## src/rtl/corepwm_timebase_if.sv

```systemverilog
// Register-side bundle between the APB register block and the PWM timebase.
// The master drives the programmed values; the slave (timebase) drives the tick/count outputs.
interface corepwm_timebase_if #(
    parameter int PWM_NUM    = 8,
    parameter int APB_DWIDTH = 8
);
    logic [APB_DWIDTH-1:0]       prescale_reg;
    logic [APB_DWIDTH-1:0]       period_reg;
    logic [PWM_NUM*APB_DWIDTH:1] posedge_in;
    logic [PWM_NUM*APB_DWIDTH:1] negedge_in;
    logic                        sync_update;

    logic [APB_DWIDTH-1:0]       period_cnt;
    logic                        sync_pulse;
    logic                        period_end;
    logic [PWM_NUM*APB_DWIDTH:1] pwm_posedge_reg;
    logic [PWM_NUM*APB_DWIDTH:1] pwm_negedge_reg;

    modport master (
        output prescale_reg,
        output period_reg,
        output posedge_in,
        output negedge_in,
        output sync_update,
        input  period_cnt,
        input  sync_pulse,
        input  period_end,
        input  pwm_posedge_reg,
        input  pwm_negedge_reg
    );

    modport slave (
        input  prescale_reg,
        input  period_reg,
        input  posedge_in,
        input  negedge_in,
        input  sync_update,
        output period_cnt,
        output sync_pulse,
        output period_end,
        output pwm_posedge_reg,
        output pwm_negedge_reg
    );
endinterface

```

## src/rtl/corepwm_timebase.sv

```systemverilog
// PWM timebase: prescaled sync tick, shared wrapping period counter and edge-register staging.
// Define COREPWM_SHADOW_REG_EN to double-buffer the edge registers up to a period boundary.
module corepwm_timebase #(
    parameter int PWM_NUM    = 8,
    parameter int APB_DWIDTH = 8
) (
    input  logic                PCLK,
    input  logic                PRESETN,
    corepwm_timebase_if.slave   bus
);
    localparam int EW = PWM_NUM * APB_DWIDTH;
    localparam logic [APB_DWIDTH-1:0] ONE = {{(APB_DWIDTH-1){1'b0}}, 1'b1};

    logic [APB_DWIDTH-1:0] prescale_cnt_q;
    logic [APB_DWIDTH-1:0] prescale_cnt_d;
    logic                  sync_pulse_q;
    logic                  sync_pulse_d;
    logic [APB_DWIDTH-1:0] period_cnt_q;
    logic [APB_DWIDTH-1:0] period_cnt_d;
    logic                  prescale_wrap;
    logic                  period_wrap;
    logic                  period_end;

    // >= rather than == so a live reduction of either limit wraps at once instead of overrunning.
    always_comb begin
        prescale_wrap  = (prescale_cnt_q >= bus.prescale_reg);
        period_wrap    = (period_cnt_q >= bus.period_reg);
        prescale_cnt_d = prescale_wrap ? '0 : (prescale_cnt_q + ONE);
        sync_pulse_d   = prescale_wrap;
        period_cnt_d   = period_cnt_q;
        if (sync_pulse_q) begin
            period_cnt_d = period_wrap ? '0 : (period_cnt_q + ONE);
        end
    end

    always_ff @(posedge PCLK or negedge PRESETN) begin
        if (!PRESETN) begin
            prescale_cnt_q <= '0;
            sync_pulse_q   <= 1'b0;
            period_cnt_q   <= '0;
        end else begin
            prescale_cnt_q <= prescale_cnt_d;
            sync_pulse_q   <= sync_pulse_d;
            period_cnt_q   <= period_cnt_d;
        end
    end

    assign period_end     = sync_pulse_q & period_wrap;
    assign bus.period_end = period_end;
    assign bus.sync_pulse = sync_pulse_q;
    assign bus.period_cnt = period_cnt_q;

`ifdef COREPWM_SHADOW_REG_EN
    logic          shadow_load;
    logic [EW:1]   pos_all;
    logic [EW:1]   neg_all;
    genvar         gi;

    // Transfer happens on the edge closing the period_end tick, so new edges start at count 0.
    assign shadow_load = period_end & bus.sync_update;

    for (gi = 1; gi <= PWM_NUM; gi++) begin : g_ch
        logic [APB_DWIDTH-1:0] pos_q;
        logic [APB_DWIDTH-1:0] pos_d;
        logic [APB_DWIDTH-1:0] neg_q;
        logic [APB_DWIDTH-1:0] neg_d;

        always_comb begin
            pos_d = pos_q;
            neg_d = neg_q;
            if (shadow_load) begin
                pos_d = bus.posedge_in[gi*APB_DWIDTH -: APB_DWIDTH];
                neg_d = bus.negedge_in[gi*APB_DWIDTH -: APB_DWIDTH];
            end
        end

        always_ff @(posedge PCLK or negedge PRESETN) begin
            if (!PRESETN) begin
                pos_q <= '0;
                neg_q <= '0;
            end else begin
                pos_q <= pos_d;
                neg_q <= neg_d;
            end
        end

        assign pos_all[gi*APB_DWIDTH -: APB_DWIDTH] = pos_q;
        assign neg_all[gi*APB_DWIDTH -: APB_DWIDTH] = neg_q;
    end

    assign bus.pwm_posedge_reg = pos_all;
    assign bus.pwm_negedge_reg = neg_all;
`else
    logic unused_sync_update;

    assign unused_sync_update  = bus.sync_update;
    assign bus.pwm_posedge_reg = bus.posedge_in;
    assign bus.pwm_negedge_reg = bus.negedge_in;
`endif
endmodule

```

## src/flat_wrapper.sv

```systemverilog
// flat-port wrapper written by rule: the top's interface ports become plain ports
module corepwm_timebase_flat 
#(
    parameter int PWM_NUM    = 8,
    parameter int APB_DWIDTH = 8
)
  (PCLK, PRESETN, bus_prescale_reg, bus_period_reg, bus_posedge_in, bus_negedge_in, bus_sync_update, bus_period_cnt, bus_sync_pulse, bus_period_end, bus_pwm_posedge_reg, bus_pwm_negedge_reg);
  corepwm_timebase_if #(.PWM_NUM(PWM_NUM), .APB_DWIDTH(APB_DWIDTH)) bus_i ();
  input  logic PCLK;
  input  logic PRESETN;
  input wire logic [$bits(bus_i.prescale_reg)-1:0] bus_prescale_reg;
  input wire logic [$bits(bus_i.period_reg)-1:0] bus_period_reg;
  input wire logic [$bits(bus_i.posedge_in)-1:0] bus_posedge_in;
  input wire logic [$bits(bus_i.negedge_in)-1:0] bus_negedge_in;
  input wire logic [$bits(bus_i.sync_update)-1:0] bus_sync_update;
  output wire logic [$bits(bus_i.period_cnt)-1:0] bus_period_cnt;
  output wire logic [$bits(bus_i.sync_pulse)-1:0] bus_sync_pulse;
  output wire logic [$bits(bus_i.period_end)-1:0] bus_period_end;
  output wire logic [$bits(bus_i.pwm_posedge_reg)-1:0] bus_pwm_posedge_reg;
  output wire logic [$bits(bus_i.pwm_negedge_reg)-1:0] bus_pwm_negedge_reg;
  assign bus_i.prescale_reg = bus_prescale_reg;
  assign bus_i.period_reg = bus_period_reg;
  assign bus_i.posedge_in = bus_posedge_in;
  assign bus_i.negedge_in = bus_negedge_in;
  assign bus_i.sync_update = bus_sync_update;
  assign bus_period_cnt = bus_i.period_cnt;
  assign bus_sync_pulse = bus_i.sync_pulse;
  assign bus_period_end = bus_i.period_end;
  assign bus_pwm_posedge_reg = bus_i.pwm_posedge_reg;
  assign bus_pwm_negedge_reg = bus_i.pwm_negedge_reg;
  corepwm_timebase #(.PWM_NUM(PWM_NUM), .APB_DWIDTH(APB_DWIDTH)) u_core (.PCLK(PCLK), .PRESETN(PRESETN), .bus(bus_i));
endmodule
```

## config.mk

```make
export PLATFORM = sky130hd
export DESIGN_NAME = corepwm_timebase_flat
export DESIGN_NICKNAME = d
export VERILOG_FILES = /design/src/rtl/corepwm_timebase_if.sv /design/src/rtl/corepwm_timebase.sv /design/src/flat_wrapper.sv
export SDC_FILE = /design/constraint.sdc
export NUM_CORES = 1
export LEC_CHECK = 0
export BUFFER_PORTS_ARGS = -buffer_cell sky130_fd_sc_hd__buf_2
export CORE_AREA = 5 5 108 110
export DETAILED_ROUTE_END_ITERATION = 6
export DIE_AREA = 0 0 113 115
export PLACE_DENSITY = 0.59
export SYNTH_ARGS = -nofsm -noshare
export SYNTH_HDL_FRONTEND = slang
export SYNTH_SLANG_ARGS = --single-unit
```

## constraint.sdc

```tcl
create_clock -name PCLK -period 1.7 [get_ports PCLK]
set_input_delay 0.17 -clock PCLK [delete_from_list [all_inputs] [get_ports PCLK]]
set_output_delay 0.17 -clock PCLK [all_outputs]
set_load 0.03 [all_outputs]
```

# Word-level counts from Yosys, hierarchy flattened
# Cells that the tools add are included.
# word_totals
wordCells	10
ff_bits	17
output_inout_bits	138
in_bits	147
# classes
n_bitwise	1
n_lt_le_gt_ge	2
n_mux	2
add_sub_neg	2
# ops
operator	count
8-bit by 1-bit adder with 8-bit output (second input constant)	2
8-bit greater-or-equal comparator	2
8-bit 2-to-1 mux	2
1-bit bitwise AND	1

# Longest topological paths before layout
# depth
ltp_word	2
ltp_mapped	8
ltp_nobuf	7

# Worst setup path after synthesis
# Ideal clock, no wire load.
# synth_timing
kind	flip-flop to output port
from	register u_core.period_cnt_q[2] (netlist: u_core.bus.period_cnt[2])
to	output bus_period_end
slack_ps	-206
t_required_ps	1530
stages_incl_launch_ff	7
arrival_time_ps	1736
cell_sequence	dfrtp_1 > ha_1 > a211o_1 > a31oi_1 > o31ai_2 > and2_1 > buf_6
# synth_via
elab_chain_cells	2
# synth_lines
item	line	source
from (decl)	corepwm_timebase.sv:18	logic [APB_DWIDTH-1:0] period_cnt_q;
from (signal assigned)	corepwm_timebase.sv:44	period_cnt_q <= period_cnt_d;
8-bit greater-or-equal comparator	corepwm_timebase.sv:27	period_wrap = (period_cnt_q >= bus.period_reg);
1-bit bitwise AND	corepwm_timebase.sv:48	assign period_end = sync_pulse_q & period_wrap;
to (decl)	flat_wrapper.sv:18	output wire logic [$bits(bus_i.period_end)-1:0] bus_period_end;
# Every way passes these cells.

# Worst setup path in the final report
# layout_timing
from	register u_core.period_cnt_q[5] (netlist: u_core.bus.period_cnt[5])
to	output bus_period_end
# Same word-level chain as after synthesis.

==> flow_metrics.env <==
export IMPL_outcome="finished, violations left"
export IMPL_violations="setup timing"
export IMPL_cts_max_level=1
export IMPL_drc=0
export IMPL_crit_family="compound AO/OA/AOI/OAI gates"
export IMPL_ir_drop_mv=0.549
export IMPL_synth_edf_count=0
export IMPL_yosys_cell_types_count=29
export IMPL_maxCapViolCount=0
export IMPL_dpl_cell_count=302
export IMPL_drtIter0Drc=8
export IMPL_finalMaxSlewViolations=0
export IMPL_cp_start_kind="flop"
export IMPL_crit_slowest_cell="dfrtp_2"
export IMPL_dieArea_um2=13000
export IMPL_post_place_ws_ps=-52.6
export IMPL_fp_row_count=38
export IMPL_worst_path_buf_inv=1
export IMPL_die_w_um=113
export IMPL_synth_nets=414
export IMPL_yosys_warnings=0
export IMPL_grt_pass1_vias=1312
export IMPL_timing_final_setup_violations=4
export IMPL_hold_violations=0
export IMPL_clkPwrFrac_pct=10.7
export IMPL_tightestPinTransition_ps=406
export IMPL_vias=1146
export IMPL_internal_power_mw=1.63
export IMPL_dieHeight_um=115
export IMPL_synth_area_um2=2110
export IMPL_clock_tree_root_cell="clkbuf_8"
export IMPL_critical_path_class="reg2out"
export IMPL_cp_end_kind="output pin"
export IMPL_leakagePower_nw=0.856
export IMPL_yosys_area_top_type="buf_4"
export IMPL_synth_most_common_cell="buf_4"
export IMPL_slew_headroom_pct=72.9
export IMPL_syn2layout_area_growth_pct=-9.79
export IMPL_skew_ps=3.06
export IMPL_power_mw=2.87
export IMPL_required_ps=1530
export IMPL_ys_top_cells_by_count="buf_4 (128), ha_1 (18), dfrtp_1 (17), inv_1 (17), nor2_1 (13)"
export IMPL_rsz0062_at_grt="true"
export IMPL_netlist_area_leader_share_pct=45.6
export IMPL_gp_congestion=0.675
export IMPL_fin_cells=310
export IMPL_period_needed_ps=1920
export IMPL_avgViaCountPerCell=3.70
export IMPL_period_share_pct=113
export IMPL_drtAntennaViolNets=0
export IMPL_ys_seq_area_share_pct=20.2
export IMPL_pwr_share_seq_pct=26.4
export IMPL_avgSynthCellArea_um2=8.47
export IMPL_worst_hold_path_type="in2out"
export IMPL_initial_utilization_pct=19.9
export IMPL_synthCells=249
export IMPL_wl_um=3890
export IMPL_critPathMaxFanout=2
export IMPL_crit_chain="ha_4 > a211o_1 > a21oi_4 > o31ai_4 > and2_4 > buf_6"
export IMPL_grt_overflow=0
export IMPL_layout_nets=336
export IMPL_async_flop_share_pct=100
export IMPL_ys_seq_elements=17
export IMPL_drive_above_1_share_pct=52.9
export IMPL_ctsLongestPathBuffers=2
export IMPL_antenna_cells=0
export IMPL_whs_ps=340
export IMPL_switching_share_pct=43.4
export IMPL_grt_pass1_wl_um=6200
export IMPL_cts_sinks=17
export IMPL_power_switching_mw=1.25
export IMPL_io_buffers=27
export IMPL_antenna_found_initial=0
export IMPL_power_density_nw_per_um2=1510
export IMPL_synth_main_ff_cell="dfrtp_1"
export IMPL_wire_per_inst_um=12.5
export IMPL_grt_usage_pct=6.03
export IMPL_fin_util_pct=17.9
export IMPL_dp_hpwl_um=3020
export IMPL_fillers=1177
export IMPL_finalWorstSetupSlack_ps=-224
export IMPL_clk_latency_ps=250
export IMPL_grt_max_degree=18
export IMPL_cp_arrival_ps=1750
export IMPL_io_pin_count=285
export IMPL_core_area_um2=10600
export IMPL_max_clock_freq_ghz=0.520
export IMPL_combinationalPowerShare_pct=62.8
export IMPL_clk_pin_slew_ps=70
export IMPL_numCtsBuffers=3
export IMPL_drtPass1Iterations=3
export IMPL_cts_tree="yes"
export IMPL_ys_top_cells_by_area="buf_4 (46%), dfrtp_1 (20%), ha_1 (11%)"
export IMPL_max_stage_delay_ps=430
[routing by layer]
layer  global-route usage (%)  routed length [µm]  vias up
met5                        0                   0        -
met4                     5.69                 347        0
li1                         -                   -      511
met1                     5.19                1260      500
met3                     3.58                 494       62
met2                     9.72                1790       73
[stage by stage]
step	TNS (ps)	area, µm²
final	-508	1900
after global routing	-1020	1900
after CTS	-555	1730
after detailed placement	-102	1620
after global placement	-68.4	1620
after floorplan	-363	2170
[cells by family (layout without fill, tap and decap cells)]
logic type                 Yosys count  after routing  synth area share (%)
xor gates and xnor gates            10             10                  4.15
DFF                                 17             17                  20.2
and+or+nand+nor                     41             41                  9.44
buffers and inverters              146             67                  49.1
adders and majority gates           18             18                  10.7
AOI/OAI and AO/OA                   17             17                  6.41
[cells in the final DEF, fill, tap and decap left out, types with 4 or more instances in the layout]
master	n
buf_2	26
buf_4	16
inv_1	15
ha_1	11
nor2_4	9
dfrtp_1	9
nand3_1	8
dfrtp_2	8
xor2_1	7
ha_4	7
nand2_1	5
nor2_1	4
nor2_2	4
[cell type report]
cell class / count / area, µm² / share of cell area (%)
multi-input combinational: 86 / 881 / 46.3
sequential: 17 / 435 / 22.9
timing repair buffer: 46 / 302 / 15.9
tap: 140 / 175 / 9.21
inverter: 17 / 63.8 / 3.36
clock buffer: 4 / 45.0 / 2.37
[registers in the layout, indices dropped and copies added, names as in the netlist]
name,count
u_core.bus.period_cnt,8
u_core.bus.sync_pulse,1
u_core.prescale_cnt_q,8
[path summary, 6_finish.rpt]
| path | start | end | slack, ps | depth (start not counted) |
|---|---|---|---|---|
| hold reg to reg | u_core.bus.period_cnt[0]$_DFFE_PN0P_ | u_core.bus.period_cnt[0]$_DFFE_PN0P_ | 570 | 2 |
| max in group asynchronous | PRESETN | u_core.prescale_cnt_q[2]$_DFF_PN0_ | 1000 | 2 |
| setup reg to reg | u_core.bus.period_cnt[5]$_DFFE_PN0P_ | u_core.bus.period_cnt[3]$_DFFE_PN0P_ | -110 | 7 |
| setup / recovery | u_core.bus.period_cnt[5]$_DFFE_PN0P_ | bus_period_end | -220 | 6 |
| hold / removal | bus_negedge_in[14] | bus_pwm_negedge_reg[14] | 340 | 0 |
| min in group asynchronous | PRESETN | u_core.bus.period_cnt[1]$_DFFE_PN0P_ | 390 | 2 |
[power by group through the flow]
stage	Combinational (mW)	Sequential, mW	Clock [mW]
final	1.81	0.760	0.308
after global routing	2.01	0.788	0.331
after CTS	1.47	0.748	0.319
after detailed placement	1.36	0.751	0
after global placement	1.32	0.750	0
after floorplan	1.20	0.944	0
[repair_timing]
action,4_1_cts,5_1_grt
endpoints found under the hold margin,17,0
hold buffers,1,0
endpoints found under the setup margin,8,17
gates resized for setup,11,33
buffers inserted,2,1
pin swaps,4,14
Power figures use the tool's default switching activity.
